File: src/rtl/mem_arbiter_pkg.sv
// Shared constants for the instruction/data memory arbiter.
package mem_arbiter_pkg;

  localparam int unsigned OWN_W = 2;

  // Which requester was granted in the previous cycle
  localparam logic [OWN_W-1:0] OWN_NONE = 2'd0;
  localparam logic [OWN_W-1:0] OWN_INSN = 2'd1;
  localparam logic [OWN_W-1:0] OWN_DATA = 2'd2;

  localparam int unsigned STARVE_W             = 8;
  localparam int unsigned STARVE_LIMIT_DEFAULT = 4;

endpackage

File: src/rtl/mem_arbiter.sv
// Two-port arbiter in front of a single-port synchronous-read memory:
// data port has priority, instruction port is forced through after repeated denials.
module mem_arbiter
  import mem_arbiter_pkg::*;
#(
  parameter int unsigned AWIDTH       = 32,
  parameter int unsigned STARVE_LIMIT = STARVE_LIMIT_DEFAULT
) (
  input  logic              clk,
  input  logic              rst,
  input  logic              i_valid,
  input  logic [AWIDTH-1:0] i_addr,
  output logic              i_grant,
  output logic              i_rvalid,
  output logic [31:0]       i_rdata,
  input  logic              d_valid,
  input  logic              d_write,
  input  logic [3:0]        d_wmask,
  input  logic [31:0]       d_wdata,
  input  logic [AWIDTH-1:0] d_addr,
  output logic              d_grant,
  output logic              d_rvalid,
  output logic [31:0]       d_rdata,
  output logic              mem_valid,
  output logic              mem_write,
  output logic [3:0]        mem_wmask,
  output logic [31:0]       mem_wdata,
  output logic [AWIDTH-1:0] mem_addr,
  input  logic [31:0]       mem_rdata
);

  localparam logic [STARVE_W-1:0] LIMIT = STARVE_W'(STARVE_LIMIT);
  localparam logic [STARVE_W-1:0] SAT   = {STARVE_W{1'b1}};

  logic [STARVE_W-1:0] starve_cnt_q, starve_cnt_d;
  logic [OWN_W-1:0]    owner_q, owner_d;
  logic                force_i;

  // Grant decision, memory port steering and next-state
  always_comb begin
    force_i      = 1'b0;
    d_grant      = 1'b0;
    i_grant      = 1'b0;
    mem_valid    = 1'b0;
    mem_write    = 1'b0;
    mem_wmask    = 4'b0000;
    mem_wdata    = d_wdata;
    mem_addr     = i_addr;
    owner_d      = OWN_NONE;
    starve_cnt_d = '0;

    if (!rst) begin
      force_i = i_valid & (starve_cnt_q >= LIMIT);
      d_grant = d_valid & ~force_i;
      i_grant = i_valid & ~d_grant;
    end

    mem_valid = i_grant | d_grant;
    if (d_grant) begin
      mem_write = d_write;
      mem_wmask = d_wmask;
      mem_addr  = d_addr;
      owner_d   = OWN_DATA;
    end else if (i_grant) begin
      owner_d   = OWN_INSN;
    end

    // Count consecutive denials of a pending fetch, saturating
    if (i_valid && !i_grant) begin
      starve_cnt_d = (starve_cnt_q == SAT) ? SAT : starve_cnt_q + STARVE_W'(1);
    end
  end

  always_ff @(posedge clk) begin
    if (rst) begin
      starve_cnt_q <= '0;
      owner_q      <= OWN_NONE;
    end else begin
      starve_cnt_q <= starve_cnt_d;
      owner_q      <= owner_d;
    end
  end

  // Responses are masked while reset is held so an in-flight ack is dropped
  assign i_rvalid = (owner_q == OWN_INSN) & ~rst;
  assign d_rvalid = (owner_q == OWN_DATA) & ~rst;
  assign i_rdata  = mem_rdata;
  assign d_rdata  = mem_rdata;

endmodule
File: config.mk
export PLATFORM = sky130hd
export DESIGN_NAME = mem_arbiter
export DESIGN_NICKNAME = d
export VERILOG_FILES = /design/src/rtl/mem_arbiter_pkg.sv /design/src/rtl/mem_arbiter.sv
export SDC_FILE = /design/constraint.sdc
export NUM_CORES = 1
export LEC_CHECK = 0
export CAP_MARGIN = 10
export CORE_AREA = 3 3 105 107
export CTS_CLUSTER_SIZE = 28
export DETAILED_ROUTE_END_ITERATION = 8
export DIE_AREA = 0 0 108 110
export SLEW_MARGIN = 20
export SYNTH_ARGS = -nofsm -noshare
export SYNTH_HDL_FRONTEND = slang
export SYNTH_SLANG_ARGS = --single-unit
File: constraint.sdc
create_clock -name clk -period 3 [get_ports clk]
set_input_delay 0.45 -clock clk [delete_from_list [all_inputs] [get_ports clk]]
set_output_delay 0.45 -clock clk [all_outputs]
set_load 0.005 [all_outputs]
; After elaboration in Yosys (flattened, before gate mapping)
; Cells that the tools add are included.
[word_totals]
ff_bits = 10
in_bits = 137
output_inout_bits = 138
[op_classes]
n_addsub = 1
magnitude_cmp = 1
eq_ne = 3
mux = 8
bitwise_logic = 10
n_reduce_logical = 4
[op_table]
columns = operator, n
row1 = $mux W32, 1
row2 = $add A8 B1 Y8 const B, 1
row3 = $eq A8 B8 Y1 const B, 1
row4 = $ge A8 B3 Y1 const B, 1
row5 = $mux W8, 1
row6 = $and A1 B1 Y1, 5
row7 = $mux W1, 4
row8 = $mux W4, 1
row9 = $not A1 Y1, 4
row10 = $reduce_or A2 Y1, 2
row11 = $eq A2 B1 Y1 const B, 1
row12 = $eq A2 B2 Y1 const B, 1
row13 = $mux W2, 1
row14 = $logic_and A1 B1 Y1, 1
row15 = $logic_not A1 Y1, 1
row16 = $or A1 B1 Y1, 1

; Depth between registers and ports, before layout
[logic_depth]
depth_word = 11
ltp_mapped = 5
ltp_nobuf = 4

; Least setup slack after synthesis
; No wires, ideal clock.
[synth_path]
path_type = input to output
startpoint = in d_valid
endpoint = out mem_addr[28]
t_arrival_ps = 1424
path_slack_ps = 1126
path_stages = 5
n_path_buf = 2
path_cell_list = nor3b_1 a41oi_1 buf_4 buf_6 mux2_4
[synth_via]
elab_chain_cells = 3
[synth_lines]
columns = item, line_no
row1 = "start, declared", mem_arbiter.sv:16  ; input logic d_valid,
row2 = $and A1 B1 Y1, mem_arbiter.sv:54  ; d_grant = d_valid & ~force_i;
row3 = $mux W1, mem_arbiter.sv:52  ; if (!rst) begin
row4 = $mux W32, mem_arbiter.sv:59  ; if (d_grant) begin
row5 = "end, declared", mem_arbiter.sv:28  ; output logic [AWIDTH-1:0] mem_addr,
; Every way passes these cells.

; Worst setup path after layout
[layout_path]
startpoint = in d_valid
endpoint = out mem_addr[15]
; The elaborated chain is that of the path after synthesis.

==> metrics.txt <==
# TYPE chip_impl_metric gauge
chip_impl_metric{name="place_hpwl",unit="mm"} 3.28
chip_impl_metric{name="final_max_slew_viol_count",unit=""} 0
chip_impl_metric{name="numClockSinks",unit=""} 10
chip_impl_info{name="path_cells",value="clkdlybuf4s50_1, nor3b_1, a41oi_4, clkbuf_16, mux2_2, clkdlybuf4s50_1"} 1
chip_impl_metric{name="postCtsResizedCells",unit=""} 0
chip_impl_metric{name="detail_route.first_pass.iterations",unit=""} 3
chip_impl_metric{name="setup_ws",unit="ns"} 0.165
chip_impl_metric{name="fp.coreArea",unit="sq um"} 10200
chip_impl_info{name="cts_tree",value="yes"} 1
chip_impl_metric{name="timing.critical_path.arrival",unit="ns"} 2.39
chip_impl_info{name="critPathMostFrequentCell",value="clkdlybuf4s50_1"} 1
chip_impl_metric{name="power.density",unit="nW/um^2"} 244
chip_impl_metric{name="post_drt_wl_per_cell",unit="um"} 11.4
chip_impl_metric{name="drive_gt1_share",unit="%"} 20.0
chip_impl_metric{name="post_drt_via_cell_ratio",unit=""} 3.23
chip_impl_metric{name="finalSetupViolCount",unit=""} 0
chip_impl_metric{name="period_needed",unit="ns"} 2.84
chip_impl_metric{name="synth.yosys.seq_area_share",unit="%"} 13.0
chip_impl_metric{name="worst_clock_skew",unit="ns"} 0.00242
chip_impl_metric{name="global_route.usage.total",unit="%"} 5.49
chip_impl_info{name="setup.worst_path.start_class",value="input port"} 1
chip_impl_metric{name="cpPeakStageDelay",unit="ns"} 0.46
chip_impl_info{name="grt_setup_unrepaired",value="false"} 1
chip_impl_metric{name="antenna_found_initial",unit=""} 0
chip_impl_metric{name="clk_transition_reported_paths",unit="ns"} 0.05
chip_impl_metric{name="total_power_consumption",unit="mW"} 0.548
chip_impl_metric{name="cts_buffer_depth",unit=""} 2
chip_impl_metric{name="fmax",unit="MHz"} 353
chip_impl_info{name="top_library_cells_by_usage_in_the_layout_fill_and_taps_aside",value="clkdlybuf4s50_1 (113), mux2_2 (29), inv_1 (11)"} 1
chip_impl_metric{name="synthXorXnorAreaFrac",unit="%"} 0.568
chip_impl_metric{name="fillCellCount",unit=""} 1113
chip_impl_metric{name="synthAdderAreaFrac",unit="%"} 1.62
chip_impl_metric{name="start_util",unit="%"} 15.1
chip_impl_metric{name="place.gp.congestion",unit=""} 0.727
chip_impl_metric{name="grt_pass1_wl",unit="mm"} 5.18
chip_impl_metric{name="die_w",unit="um"} 108
chip_impl_metric{name="drc",unit=""} 0
chip_impl_metric{name="wl",unit="mm"} 3.89
chip_impl_metric{name="max-vdd-ir-drop",unit="mV"} 0.130
chip_impl_metric{name="netlist_instances",unit=""} 180
chip_impl_metric{name="grt_max_degree",unit=""} 39
chip_impl_info{name="cts_root_buf",value="clkbuf_8"} 1
chip_impl_metric{name="cts_buffers",unit=""} 3
chip_impl_metric{name="cts_hold_buffers",unit=""} 0
chip_impl_metric{name="stdcell_count",unit=""} 341
chip_impl_metric{name="antenna_violating_nets_post_route",unit=""} 0
chip_impl_info{name="largest_family_of_logic_cells_by_synthesized_area",value="buffers and inverters"} 1
chip_impl_info{name="worstSetupPathType",value="input port to primary output"} 1
chip_impl_metric{name="ys_ff_latch",unit=""} 10
chip_impl_metric{name="synth-warning-count",unit=""} 0
chip_impl_metric{name="clock_tree.htree_level_count",unit=""} 1
chip_impl_metric{name="place_inst",unit=""} 336
chip_impl_metric{name="row_count",unit=""} 37
chip_impl_metric{name="count_of_nets_after_finishing",unit=""} 345
chip_impl_metric{name="vias",unit=""} 1101
chip_impl_metric{name="area_delta_synth_final",unit="%"} 45.7
chip_impl_metric{name="netlist_area",unit="sq um"} 1540
chip_impl_metric{name="hold_violations",unit=""} 0
chip_impl_metric{name="grt-ovfl-total",unit=""} 0
chip_impl_metric{name="worst_ep_required_time",unit="ns"} 2.55
chip_impl_metric{name="worst-path-max-fanout",unit=""} 19
chip_impl_metric{name="period_share",unit="%"} 94.5
chip_impl_metric{name="synth_cell_type_count",unit=""} 20
chip_impl_info{name="holdCritPathClass",value="register to register"} 1
chip_impl_metric{name="synth-compound-area-share",unit="%"} 1.54
chip_impl_metric{name="yosys-mux-area-fraction",unit="%"} 24.1
chip_impl_metric{name="clkLatencyLatePin",unit="ns"} 0.23
chip_impl_metric{name="place_ws",unit="ns"} 0.0901
chip_impl_info{name="commonest_non_fill_non_tap_cell_in_the_layout",value="clkdlybuf4s50_1"} 1
chip_impl_info{name="critPathCaptureType",value="primary output"} 1
chip_impl_metric{name="synth-simple-area-share",unit="%"} 7.70
chip_impl_metric{name="synth_area_per_cell",unit="sq um"} 8.57
chip_impl_metric{name="timing.max_cap.violations",unit=""} 0
chip_impl_metric{name="antenna_cells",unit=""} 0
chip_impl_metric{name="fp.dieArea",unit="sq um"} 11900
chip_impl_metric{name="layout.core_utilization",unit="%"} 22.0
chip_impl_metric{name="grt_pass1_vias",unit=""} 1111
chip_impl_metric{name="drt_iter0_drc",unit=""} 9
chip_impl_metric{name="io_buffers",unit=""} 114
chip_impl_metric{name="leakagePower",unit="nW"} 0.867
chip_impl_info{name="critical-path-slowest-cell",value="clkdlybuf4s50_1"} 1
chip_impl_metric{name="setup_bufs_post_cts",unit=""} 0
chip_impl_metric{name="setup-tns-final",unit="ns"} 0
chip_impl_metric{name="floorplan.die.height",unit="um"} 110
chip_impl_info{name="outcome",value="completed"} 1
chip_impl_metric{name="num_io_pins",unit=""} 275
==> critical path: cells and delay by family <==
kind	cells	cell delay [ns]
AND/OR/NAND/NOR	1	0.18
multiplexers	1	0.34
buffers and inverters	3	1.15
AO/OA/AOI/OAI	1	0.27
==> sequential cells by signal, summed over array words and instances (netlist names) <==
| name | count |
|---|---|
| owner_q | 2 |
| starve_cnt_q | 8 |
==> metrics by stage <==
step	hold WS (ns)	cell area, sq um
after CTS	0.482	2220
after global placement	0.448	2170
after floorplan	0.437	1560
after global routing	0.506	2250
after detailed placement	0.472	2170
final	0.473	2250
==> power by group <==
group	total (mW)	internal [mW]	leakage, nW	switching [mW]
registers	0.142	0.138	0.0829	0.00351
logic	0.240	0.181	0.755	0.0594
clock network	0.166	0.115	0.0288	0.0508
==> Yosys cell counts <==
master / count / share of area, %
inv_1: 11 / 2.7
and4_1: 1 / 0.57
buf_4: 97 / 47
buf_6: 1 / 0.73
nor4_4: 1 / 1.4
xnor2_1: 1 / 0.57
conb_1: 1 / 0.24
and2_1: 2 / 0.81
buf_2: 2 / 0.65
nand4_1: 2 / 0.81
a21oi_1: 3 / 0.97
mux2_4: 3 / 2.9
ha_1: 2 / 1.6
nor2_1: 8 / 1.9
nor2b_1: 1 / 0.41
dfxtp_1: 10 / 13
mux2_2: 29 / 21
nor3b_1: 3 / 1.5
nand3_1: 1 / 0.32
a41oi_1: 1 / 0.57
==> cell type report <==
class | count | area (sq um) | area share (%)
clock buffer | 4 | 55.1 | 2.45
multi-input combinational | 63 | 586 | 26.0
tap | 136 | 170 | 7.57
inverter | 11 | 41.3 | 1.84
sequential | 10 | 200 | 8.90
timing repair buffer | 117 | 1200 | 53.2
==> logic make-up after synthesis <==
kind of cell	Yosys count
buffers and inverters	111
other	1
xor gates and xnor gates	1
DFF	10
and+or+nand+nor	19
adders and majority gates	2
AOI/OAI and AO/OA	4
muxes	32
==> metal layers <==
layer	wire length, um	part of all wire [%]	up-vias	track usage [%]
li1	-	-	525	-
met1	1430	37	471	6.92
met2	1880	48	86	7.64
met3	483	12	19	2.39
met4	95	2.4	0	3.34
met5	0	0	-	0
==> path summary, 6_finish.rpt <==
kind	slack [ns]	startpoint	end	cells after the start
worst max-delay path	0.16	d_valid	mem_addr[15]	6
worst min-delay path	0.47	starve_cnt_q[0]$_SDFF_PP0_	starve_cnt_q[0]$_SDFF_PP0_	1
worst max register to register	1.84	starve_cnt_q[4]$_SDFF_PP0_	starve_cnt_q[0]$_SDFF_PP0_	3
worst min register to register	0.47	starve_cnt_q[0]$_SDFF_PP0_	starve_cnt_q[0]$_SDFF_PP0_	1
No activity file was read; power rests on OpenSTA's default activity.
